### config.mk
export PLATFORM = sky130hd
export DESIGN_NAME = mem_arbiter
export DESIGN_NICKNAME = d
export VERILOG_FILES = /design/src/rtl/mem_pkg.sv /design/src/rtl/mem_arbiter_wr_fifo.sv /design/src/rtl/mem_arbiter.sv
export SDC_FILE = /design/constraint.sdc
export NUM_CORES = 1
export LEC_CHECK = 0
export ABC_AREA = 1
export ABC_CLOCK_PERIOD_IN_PS = 6850
export CAP_MARGIN = 30
export CORE_UTILIZATION = 60
export DETAILED_ROUTE_END_ITERATION = 10
export PLACE_DENSITY_LB_ADDON = 0.15
export SLEW_MARGIN = 5
export SYNTH_ARGS = -nofsm -noshare
export SYNTH_HDL_FRONTEND = slang
export SYNTH_HIERARCHICAL = 1
export SYNTH_SLANG_ARGS = --single-unit
### constraint.sdc
create_clock -name clk -period 6.85 [get_ports clk]
set_clock_uncertainty 0.2 [all_clocks]
set_input_delay 1.37 -clock clk [delete_from_list [all_inputs] [get_ports clk]]
set_output_delay 1.37 -clock clk [all_outputs]
set_load 0.02 [all_outputs]
### src/rtl/mem_pkg.sv
// Shared parameters and the arbitration decision type for the memory arbiter.
package mem_pkg;

  localparam int unsigned DW_DEF       = 8;
  localparam int unsigned AW_DEF       = 10;
  localparam int unsigned WB_DEPTH_DEF = 4;

  typedef enum logic [1:0] {
    IDLE  = 2'd0,
    READ  = 2'd1,
    DRAIN = 2'd2
  } arb_dec_e;

endpackage

### src/rtl/mem_arbiter_wr_fifo.sv
// Posted-write FIFO: ordered entries, head view and a per-entry address match
// vector covering only the entries valid at cycle start.
module wr_fifo
  import mem_pkg::*;
#(
  parameter int unsigned DW    = DW_DEF,
  parameter int unsigned AW    = AW_DEF,
  parameter int unsigned DEPTH = WB_DEPTH_DEF
) (
  input  logic                       clk,
  input  logic                       rst,
  input  logic                       push,
  input  logic [AW-1:0]              push_addr,
  input  logic [DW-1:0]              push_data,
  input  logic                       pop,
  output logic [AW-1:0]              head_addr,
  output logic [DW-1:0]              head_data,
  output logic                       full,
  output logic                       empty,
  output logic [$clog2(DEPTH):0]     count,
  input  logic [AW-1:0]              match_addr,
  output logic [DEPTH-1:0]           match_vec
);

  localparam int unsigned PW = $clog2(DEPTH);
  localparam int unsigned CW = PW + 1;

  logic [AW-1:0] addr_q [DEPTH];
  logic [AW-1:0] addr_d [DEPTH];
  logic [DW-1:0] data_q [DEPTH];
  logic [DW-1:0] data_d [DEPTH];
  logic [PW-1:0] wr_ptr_q, wr_ptr_d;
  logic [PW-1:0] rd_ptr_q, rd_ptr_d;
  logic [CW-1:0] count_q, count_d;
  logic          push_ok, pop_ok;

  assign full      = (count_q == CW'(DEPTH));
  assign empty     = (count_q == {CW{1'b0}});
  assign count     = count_q;
  assign head_addr = addr_q[rd_ptr_q];
  assign head_data = data_q[rd_ptr_q];
  assign push_ok   = push && !full;
  assign pop_ok    = pop && !empty;

  always_comb begin
    addr_d   = addr_q;
    data_d   = data_q;
    wr_ptr_d = wr_ptr_q;
    rd_ptr_d = rd_ptr_q;
    count_d  = count_q;
    if (push_ok) begin
      addr_d[wr_ptr_q] = push_addr;
      data_d[wr_ptr_q] = push_data;
      wr_ptr_d         = wr_ptr_q + {{(PW-1){1'b0}}, 1'b1};
    end else begin
      wr_ptr_d = wr_ptr_q;
    end
    if (pop_ok) begin
      rd_ptr_d = rd_ptr_q + {{(PW-1){1'b0}}, 1'b1};
    end else begin
      rd_ptr_d = rd_ptr_q;
    end
    case ({push_ok, pop_ok})
      2'b10:   count_d = count_q + {{(CW-1){1'b0}}, 1'b1};
      2'b01:   count_d = count_q - {{(CW-1){1'b0}}, 1'b1};
      default: count_d = count_q;
    endcase
  end

  // An entry is live when its distance from the read pointer is below the count.
  always_comb begin
    match_vec = '0;
    for (int i = 0; i < int'(DEPTH); i++) begin
      logic [PW-1:0] offs;
      offs = PW'(i) - rd_ptr_q;
      if (({1'b0, offs} < count_q) && (addr_q[i] == match_addr)) begin
        match_vec[i] = 1'b1;
      end else begin
        match_vec[i] = 1'b0;
      end
    end
  end

  always_ff @(posedge clk) begin
    if (rst) begin
      for (int i = 0; i < int'(DEPTH); i++) begin
        addr_q[i] <= '0;
        data_q[i] <= '0;
      end
      wr_ptr_q <= '0;
      rd_ptr_q <= '0;
      count_q  <= '0;
    end else begin
      addr_q   <= addr_d;
      data_q   <= data_d;
      wr_ptr_q <= wr_ptr_d;
      rd_ptr_q <= rd_ptr_d;
      count_q  <= count_d;
    end
  end

endmodule

### src/rtl/mem_arbiter.sv
// Single-port memory arbiter: one reader and one posted writer share the
// memory, at most one operation per cycle, reads first unless hazarded or full.
module mem_arbiter
  import mem_pkg::*;
#(
  parameter int unsigned DW       = DW_DEF,
  parameter int unsigned AW       = AW_DEF,
  parameter int unsigned WB_DEPTH = WB_DEPTH_DEF
) (
  input  logic          clk,
  input  logic          rst,
  input  logic          wr_req,
  input  logic [AW-1:0] wr_addr,
  input  logic [DW-1:0] wr_data,
  output logic          wr_rdy,
  input  logic          rd_req,
  input  logic [AW-1:0] rd_addr,
  output logic          rd_gnt,
  output logic          rd_valid,
  output logic [DW-1:0] rd_data,
  output logic          mem_wr,
  output logic [AW-1:0] mem_addr,
  output logic [DW-1:0] mem_d_i,
  input  logic [DW-1:0] mem_d_o,
  output logic          wb_empty
);

  localparam int unsigned CW = $clog2(WB_DEPTH) + 1;

  arb_dec_e              dec;
  logic                  fifo_full, fifo_empty, hazard;
  logic [AW-1:0]         head_addr;
  logic [DW-1:0]         head_data;
  logic [CW-1:0]         count;
  logic [WB_DEPTH-1:0]   match_vec;
  logic                  rd_valid_q, rd_valid_d;

  wr_fifo #(
    .DW    (DW),
    .AW    (AW),
    .DEPTH (WB_DEPTH)
  ) u_wr_fifo (
    .clk        (clk),
    .rst        (rst),
    .push       (wr_req && wr_rdy),
    .push_addr  (wr_addr),
    .push_data  (wr_data),
    .pop        (dec == DRAIN),
    .head_addr  (head_addr),
    .head_data  (head_data),
    .full       (fifo_full),
    .empty      (fifo_empty),
    .count      (count),
    .match_addr (rd_addr),
    .match_vec  (match_vec)
  );

  assign hazard   = |match_vec;
  assign wr_rdy   = !rst && !fifo_full;
  assign wb_empty = fifo_empty;

  always_comb begin
    dec = IDLE;
    if (rst) begin
      dec = IDLE;
    end else if (rd_req && !hazard && !fifo_full) begin
      dec = READ;
    end else if (!fifo_empty) begin
      dec = DRAIN;
    end else begin
      dec = IDLE;
    end
  end

  always_comb begin
    rd_gnt   = 1'b0;
    mem_wr   = 1'b0;
    mem_addr = '0;
    mem_d_i  = '0;
    case (dec)
      READ: begin
        rd_gnt   = 1'b1;
        mem_addr = rd_addr;
      end
      DRAIN: begin
        mem_wr   = 1'b1;
        mem_addr = head_addr;
        mem_d_i  = head_data;
      end
      default: begin
        rd_gnt = 1'b0;
      end
    endcase
  end

  assign rd_valid_d = rd_gnt;

  always_ff @(posedge clk) begin
    if (rst) begin
      rd_valid_q <= 1'b0;
    end else begin
      rd_valid_q <= rd_valid_d;
    end
  end

  // A grant just before reset must not surface as valid data during reset.
  assign rd_valid = rd_valid_q && !rst;
  assign rd_data  = mem_d_o;

endmodule

### Word level (Yosys, flattened, before mapping)

Index checks and enable logic that the tools add are counted.

* output and inout bits: 31
* register bits after elaboration: 80

* bitwise logic cells: 2
* add/sub/neg operators: 8
* equal/unequal tests: 9
* multiplexer cells: 24
* magnitude comparators: 7
* reduce and logical (&&, ||, !) cells: 19

Operators by type and width (count)
* 40-bit bitwise mux: 1
* 10-bit equality test: 4
* 32-bit bitwise mux: 1
* 8-bit two-way mux: 4
* 10-bit two-way mux: 3
* 10-bit binary-select mux with 2-bit select: 1
* 10-bit demux with 2-bit select: 1
* 10-bit one-hot mux with 2 select lines: 1
* 8-bit binary-select mux with 2-bit select: 1
* 8-bit demux with 2-bit select: 1
* 1-bit logical AND: 12
* 2-bit by 3-bit less-than comparator with 1-bit output: 4
* 3-bit >= comparator, second input constant: 2
* 1-bit two-way mux: 6
* 2-bit two-way mux: 3
* 2-bit inverter with 3-bit output: 2
* 3-bit one-hot mux with 2 select lines: 1
* 2-bit by 1-bit adder with 2-bit output, second input constant: 2
* 2-bit by 1-bit equality test with 1-bit output, second input constant: 2
* 2-bit equality test, second input constant: 2
* 1-bit zero test: 4
* 4-bit OR reduction: 1
* 1-bit by 2-bit subtractor with 2-bit output, first input constant: 2
* 2-bit subtractor, first input constant: 2
* other kinds (6): 6

### Longest topological paths before layout

* word-level depth: 14
* mapped depth: 26
* depth with buffers taken out: 25

### Hierarchy

Netlist, hierarchy kept.

By module, submodules not included
* wr_fifo: area each 4598.2 um^2, sequential area each 1581.5 um^2, cells an instance 775, times used 1
* mem_arbiter: area each 401.6 um^2, sequential area each 20.0 um^2, cells an instance 78, times used 1

### Worst setup path before layout

OpenSTA, ideal clock, no wires.

* path type: input to output
* from: in rd_addr[2]
* to: out mem_addr[0]
* arrival: 3.123 ns
* cell stages on the path: 13
* setup slack: 2.157 ns
* required time: 5.280 ns
* path buffers: 2
* path through: inv_1 -> o21ai_0 -> nor2_1 -> nand3_1 -> nor2_1 -> nor2_1 -> nand3_1 -> buf_4 -> nor2_2 -> ha_1 -> buf_2 -> nand2_1 -> a21oi_1

* word-level cells in the longest chain between the ends: 11

Ends and longest elaborated chain
* start: declaration: RTL line mem_arbiter.sv:17 `input logic [AW-1:0] rd_addr,`
* 10-bit equality test (*): RTL line mem_arbiter_wr_fifo.sv:76 `if (({1'b0, offs} < count_q) && (addr_q[i] == match_addr)) begin`
* 1-bit logical AND (*): RTL line mem_arbiter_wr_fifo.sv:76
* 1-bit two-way mux (*): RTL line mem_arbiter_wr_fifo.sv:76
* net match_vec[3]: RTL line mem_arbiter.sv:35 `logic [WB_DEPTH-1:0] match_vec;`
* 4-bit OR reduction (*): RTL line mem_arbiter.sv:58 `assign hazard = |match_vec;`
* 1-bit zero test (*): RTL line mem_arbiter.sv:66 `end else if (rd_req && !hazard && !fifo_full) begin`
* 1-bit logical AND (*) (2 in a row): RTL line mem_arbiter.sv:66
* 2-bit two-way mux (*): RTL line mem_arbiter.sv:66
* 2-bit two-way mux (*): RTL line mem_arbiter.sv:64 `if (rst) begin`
* 2-bit equality test or 2-bit by 1-bit equality test with 1-bit output (tied branches): RTL line mem_arbiter.sv:80 `case (dec)`
* 10-bit one-hot mux with 2 select lines (*): RTL line mem_arbiter.sv:80
* end: declaration: RTL line mem_arbiter.sv:22 `output logic [AW-1:0] mem_addr,`

The timed path passes the listed nets; every way through them passes the cells marked *.

### Worst setup path in the final report

* from: in rd_addr[6]
* to: out mem_d_i[0]

* word-level cells in the longest chain between the ends: 11

Ends and longest elaborated chain
* 10-bit equality test: RTL line mem_arbiter_wr_fifo.sv:76
* 1-bit logical AND: RTL line mem_arbiter_wr_fifo.sv:76
* 1-bit two-way mux: RTL line mem_arbiter_wr_fifo.sv:76
* net match_vec[1]: RTL line mem_arbiter.sv:35
* 4-bit OR reduction: RTL line mem_arbiter.sv:58
* 1-bit zero test: RTL line mem_arbiter.sv:66
* 1-bit logical AND (2 in a row): RTL line mem_arbiter.sv:66
* 2-bit two-way mux: RTL line mem_arbiter.sv:66
* 2-bit two-way mux: RTL line mem_arbiter.sv:64
* 2-bit equality test: RTL line mem_arbiter.sv:80
* 8-bit two-way mux: RTL line mem_arbiter.sv:80
* end: declaration: RTL line mem_arbiter.sv:23 `output logic [DW-1:0] mem_d_i,`

The timed path passes the listed nets, and every way through them passes these cells.

==> run_summary.xml <==
<?xml version="1.0" encoding="UTF-8"?>
<metrics>
  <group name="timing">
    <metric name="setup-tns-final" unit="ns">0</metric>
    <metric name="timing.max_slew.rel_slack" unit="">0.376</metric>
    <metric name="final_min_period_over_clock_period" unit="">0.866</metric>
    <metric name="finalSetupViolations" unit="">0</metric>
    <metric name="final_report_hold_violation_count" unit="">0</metric>
    <metric name="max_fclk" unit="MHz">169</metric>
    <metric name="final.min_clock_period" unit="ns">5.93</metric>
    <metric name="grt_setup_unrepaired" unit="">no</metric>
    <metric name="worstMarginPinSlew" unit="ns">0.934</metric>
    <metric name="number_of_pins_exceeding_their_max_slew_limit_in_the_final_report" unit="">0</metric>
  </group>
  <group name="clocking">
    <metric name="cts_max_path_buffers" unit="">2</metric>
    <metric name="cts-resized-gates" unit="">0</metric>
    <metric name="buffers_inserted_by_post_cts_timing_repair" unit="">0</metric>
    <metric name="cts_root_buf" unit="">sky130_fd_sc_hd__clkbuf_8</metric>
    <metric name="cts_tree" unit="">yes</metric>
    <metric name="cts_num_sinks" unit="">80</metric>
    <metric name="path_clk_slew" unit="ns">0.09</metric>
    <metric name="insertion_delay" unit="ns">0.36</metric>
    <metric name="tritoncts.num_buffers" unit="">9</metric>
    <metric name="h_tree_depth" unit="">3</metric>
    <metric name="ctsHoldBuffers" unit="">0</metric>
  </group>
  <group name="die">
    <metric name="die-height" unit="µm">93.3</metric>
    <metric name="start_util" unit="">0.634</metric>
    <metric name="io-pin-count" unit="">71</metric>
    <metric name="chipWidth" unit="µm">93.3</metric>
    <metric name="coreArea" unit="mm²">0.00789</metric>
    <metric name="num_rows" unit="">32</metric>
    <metric name="full_die_area" unit="mm²">0.00870</metric>
  </group>
  <group name="job">
    <metric name="cap_viol_max_count" unit="">0</metric>
  </group>
  <group name="placement">
    <metric name="dp_hpwl" unit="µm">8900</metric>
    <metric name="dpl_cell_area" unit="mm²">0.00542</metric>
    <metric name="gp_congestion" unit="">0.966</metric>
    <metric name="placement.io_buffers" unit="">54</metric>
  </group>
  <group name="synth">
    <metric name="ys_ff_latch" unit="">80</metric>
    <metric name="syn-instance-count" unit="">853</metric>
    <metric name="yosys-top-cells-count" unit="">346 x sky130_fd_sc_hd__nand2_1, 185 x sky130_fd_sc_hd__nor2_1, 107 x sky130_fd_sc_hd__inv_1</metric>
    <metric name="post_synthesis_area_per_instance" unit="µm²">5.86</metric>
    <metric name="synth_seq_area_share" unit="">0.320</metric>
    <metric name="mappedNetlistNets" unit="">905</metric>
    <metric name="yosys.area.top_type_share" unit="">0.320</metric>
    <metric name="fraction_of_registers_with_async_set_or_reset_after_synthesis" unit="">0</metric>
    <metric name="syn_area" unit="mm²">0.00500</metric>
    <metric name="post_synth_edffs" unit="">0</metric>
    <metric name="post_synth_main_area_contributors" unit="">sky130_fd_sc_hd__dfxtp_1 32%, sky130_fd_sc_hd__nand2_1 26%, sky130_fd_sc_hd__nor2_1 14%</metric>
    <metric name="synth.largest_area_cell" unit="">sky130_fd_sc_hd__dfxtp_1</metric>
    <metric name="synth-main-ff-cell" unit="">sky130_fd_sc_hd__dfxtp_1</metric>
    <metric name="number_of_distinct_standard_cells_referenced_by_the_synthesized_netlist" unit="">24</metric>
    <metric name="yosysMostFrequentCell" unit="">sky130_fd_sc_hd__nand2_1</metric>
    <metric name="yosys_warnings" unit="">6</metric>
  </group>
  <group name="drt">
    <metric name="dr_total_vias" unit="">5243</metric>
    <metric name="initial_detailed_routing_violation_count" unit="">519</metric>
    <metric name="finalWirelength" unit="µm">13600</metric>
    <metric name="routedWlPerCell" unit="µm">13.7</metric>
    <metric name="drc_errors" unit="">0</metric>
    <metric name="route.antenna.remaining_nets" unit="">0</metric>
    <metric name="drt_first_pass_iters" unit="">6</metric>
    <metric name="avgViaCountPerCell" unit="">5.29</metric>
  </group>
  <group name="worst_setup_path">
    <metric name="critical_path.startpoint_type" unit="">primary input</metric>
    <metric name="cell_chain_of_the_critical_path" unit="">clkdlybuf4s50_1, inv_1, nand2_1, nand2_1, nor2_1, nand3_1, nor2_1, nor2_1, nand3_1, nand2_1, inv_1, ha_1, buf_4, nand2_1, inv_2, clkdlybuf4s50_1</metric>
    <metric name="worstSetupEndpointType" unit="">primary output</metric>
    <metric name="crit_required" unit="ns">5.28</metric>
    <metric name="cpMaxStageDelayCell" unit="">sky130_fd_sc_hd__clkdlybuf4s50_1</metric>
    <metric name="path_buf_inv" unit="">6</metric>
    <metric name="critPathMaxFanout" unit="">6</metric>
    <metric name="critPathArrivalTime" unit="ns">4.36</metric>
    <metric name="critPathKind" unit="">primary input to primary output</metric>
    <metric name="cpMostUsedCell" unit="">sky130_fd_sc_hd__nand2_1</metric>
    <metric name="timing.critical_path.slowest_cell_delay" unit="ns">0.60</metric>
    <metric name="worst_path_dominant_cell_family" unit="">buffers and inverters</metric>
  </group>
  <group name="worst_hold_path">
    <metric name="hold_path_class" unit="">flop to flop</metric>
  </group>
  <group name="power_and_ir_drop">
    <metric name="power_per_cell_area" unit="mW/mm²">186</metric>
    <metric name="power.leakage" unit="µW">0.00295</metric>
    <metric name="totalPowerFinal" unit="µW">1050</metric>
    <metric name="maximum_vdd_drop" unit="mV">0.129</metric>
  </group>
  <group name="global_routing">
    <metric name="grt.met1_usage" unit="">0.420</metric>
    <metric name="grt_use_met3" unit="">0.0463</metric>
    <metric name="initial_antenna_violation_count" unit="">0</metric>
    <metric name="grt.busiest_layer" unit="">met2</metric>
    <metric name="grtUsageMet2" unit="">0.531</metric>
    <metric name="first_pass_grt_wire_length" unit="µm">22000</metric>
    <metric name="globalRouteOverflowTotal" unit="">0</metric>
    <metric name="via_count_of_the_first_global_routing_pass" unit="">4761</metric>
    <metric name="grt_max_degree" unit="">43</metric>
    <metric name="groute.usage.overall" unit="">0.324</metric>
  </group>
  <group name="finish">
    <metric name="final_net_count" unit="">937</metric>
    <metric name="layout-area-overhead-vs-synth" unit="%">12.4</metric>
    <metric name="antenna-diode-count" unit="">0</metric>
    <metric name="post-route-cell-area" unit="mm²">0.00562</metric>
    <metric name="layout-drive-gt1-share" unit="">0.0472</metric>
  </group>
  <group name="status">
    <metric name="status" unit="">finished clean</metric>
  </group>
</metrics>
## layout by cell type, fill, tap and decap left out
cell type                         count
sky130_fd_sc_hd__a21oi_1             13
sky130_fd_sc_hd__buf_4                4
sky130_fd_sc_hd__buf_8                1
sky130_fd_sc_hd__clkbuf_8            10
sky130_fd_sc_hd__clkdlybuf4s50_1     54
sky130_fd_sc_hd__clkinvlp_4           3
sky130_fd_sc_hd__dfxtp_1             80
sky130_fd_sc_hd__fa_1                 1
sky130_fd_sc_hd__ha_1                11
sky130_fd_sc_hd__inv_1              107
sky130_fd_sc_hd__inv_2               11
sky130_fd_sc_hd__inv_6                2
sky130_fd_sc_hd__inv_8                1
sky130_fd_sc_hd__nand2_1            346
sky130_fd_sc_hd__nand3_1             20
sky130_fd_sc_hd__nand3_4              5
sky130_fd_sc_hd__nand4_1              1
sky130_fd_sc_hd__nor2_1             185
sky130_fd_sc_hd__nor2_2               2
sky130_fd_sc_hd__nor2_4               2
sky130_fd_sc_hd__nor3b_1              1
sky130_fd_sc_hd__o2111ai_1           18
sky130_fd_sc_hd__o21ai_0              9
sky130_fd_sc_hd__o21ai_1              1
sky130_fd_sc_hd__or2_2                1
sky130_fd_sc_hd__xor2_1               1
## where the power goes
part / internal, µW / leakage [µW] / switching, µW / total, µW
Combinational: 76.9 / 0.00221 / 133 / 210
Sequential: 486 / 0.000650 / 15.2 / 501
Clock: 147 / 0.0000875 / 190 / 337
Total: 709 / 0.00295 / 338 / 1050
## area by class of cell
| cell class | instances | area, µm² |
|---|---|---|
| multi-input combinational | 617 | 2680 |
| fill | 693 | 2270 |
| sequential | 80 | 1600 |
| timing repair buffer | 59 | 586 |
| inverter | 118 | 443 |
| clock buffer | 10 | 138 |
| tap | 102 | 128 |
| clock inverter | 6 | 51.3 |
## through the flow
step	utilization	setup WS [ns]	instances	hold slack, ns
2_1_floorplan	-	2.16	853	0.289
4_1_cts	0.711	0.960	991	0.315
3_3_place_gp	0.687	1.07	975	0.297
5_1_grt	0.713	0.709	992	0.340
6_report	0.713	0.919	992	0.313
3_5_place_dp	0.687	0.970	975	0.300
## registers in the layout, summed over array words and instances, names as in the netlist
signal and count:
u_wr_fifo/wr_ptr_q 2, rd_valid_q 1, u_wr_fifo/addr_q 40, u_wr_fifo/data_q 32, u_wr_fifo/rd_ptr_q 2, u_wr_fifo/count 3
## worst register-to-register path, delay by kind of cell, from the launching register on
family | cells | cell delay [ns]
flip-flops | 1 | 0.43
AND/OR/NAND/NOR | 15 | 1.95
buffers and inverters | 6 | 0.53
adder cells (fa/ha/maj) | 3 | 0.81
## layer usage
| layer | vias up | routed length (µm) |
|---|---|---|
| met3 | 42 | 1310 |
| li1 | 2600 | - |
| met4 | 0 | 318 |
| met5 | - | 0 |
| met2 | 284 | 6240 |
| met1 | 2317 | 5690 |
## logic make-up after synthesis
kind of cell	count (synthesis)	share of synthesized area
flip-flops	80	0.320
adder cells (fa/ha/maj)	12	0.0315
AO/OA/AOI/OAI	41	0.0546
AND/OR/NAND/NOR	563	0.447
buffers and inverters	156	0.145
XOR/XNOR	1	0.00175
## final timing paths
check	startpoint	end	slack, ns	depth (start not counted)
worst max-delay path	rd_addr[6]	mem_d_i[0]	0.92	16
worst min-delay path	u_wr_fifo/data_q[14]	u_wr_fifo/data_q[14]	0.31	4
worst max register to register	u_wr_fifo/rd_ptr_q[0]	u_wr_fifo/count[2]	2.85	24
worst min register to register	u_wr_fifo/data_q[14]	u_wr_fifo/data_q[14]	0.31	4
(Power assumes the default switching activity.)
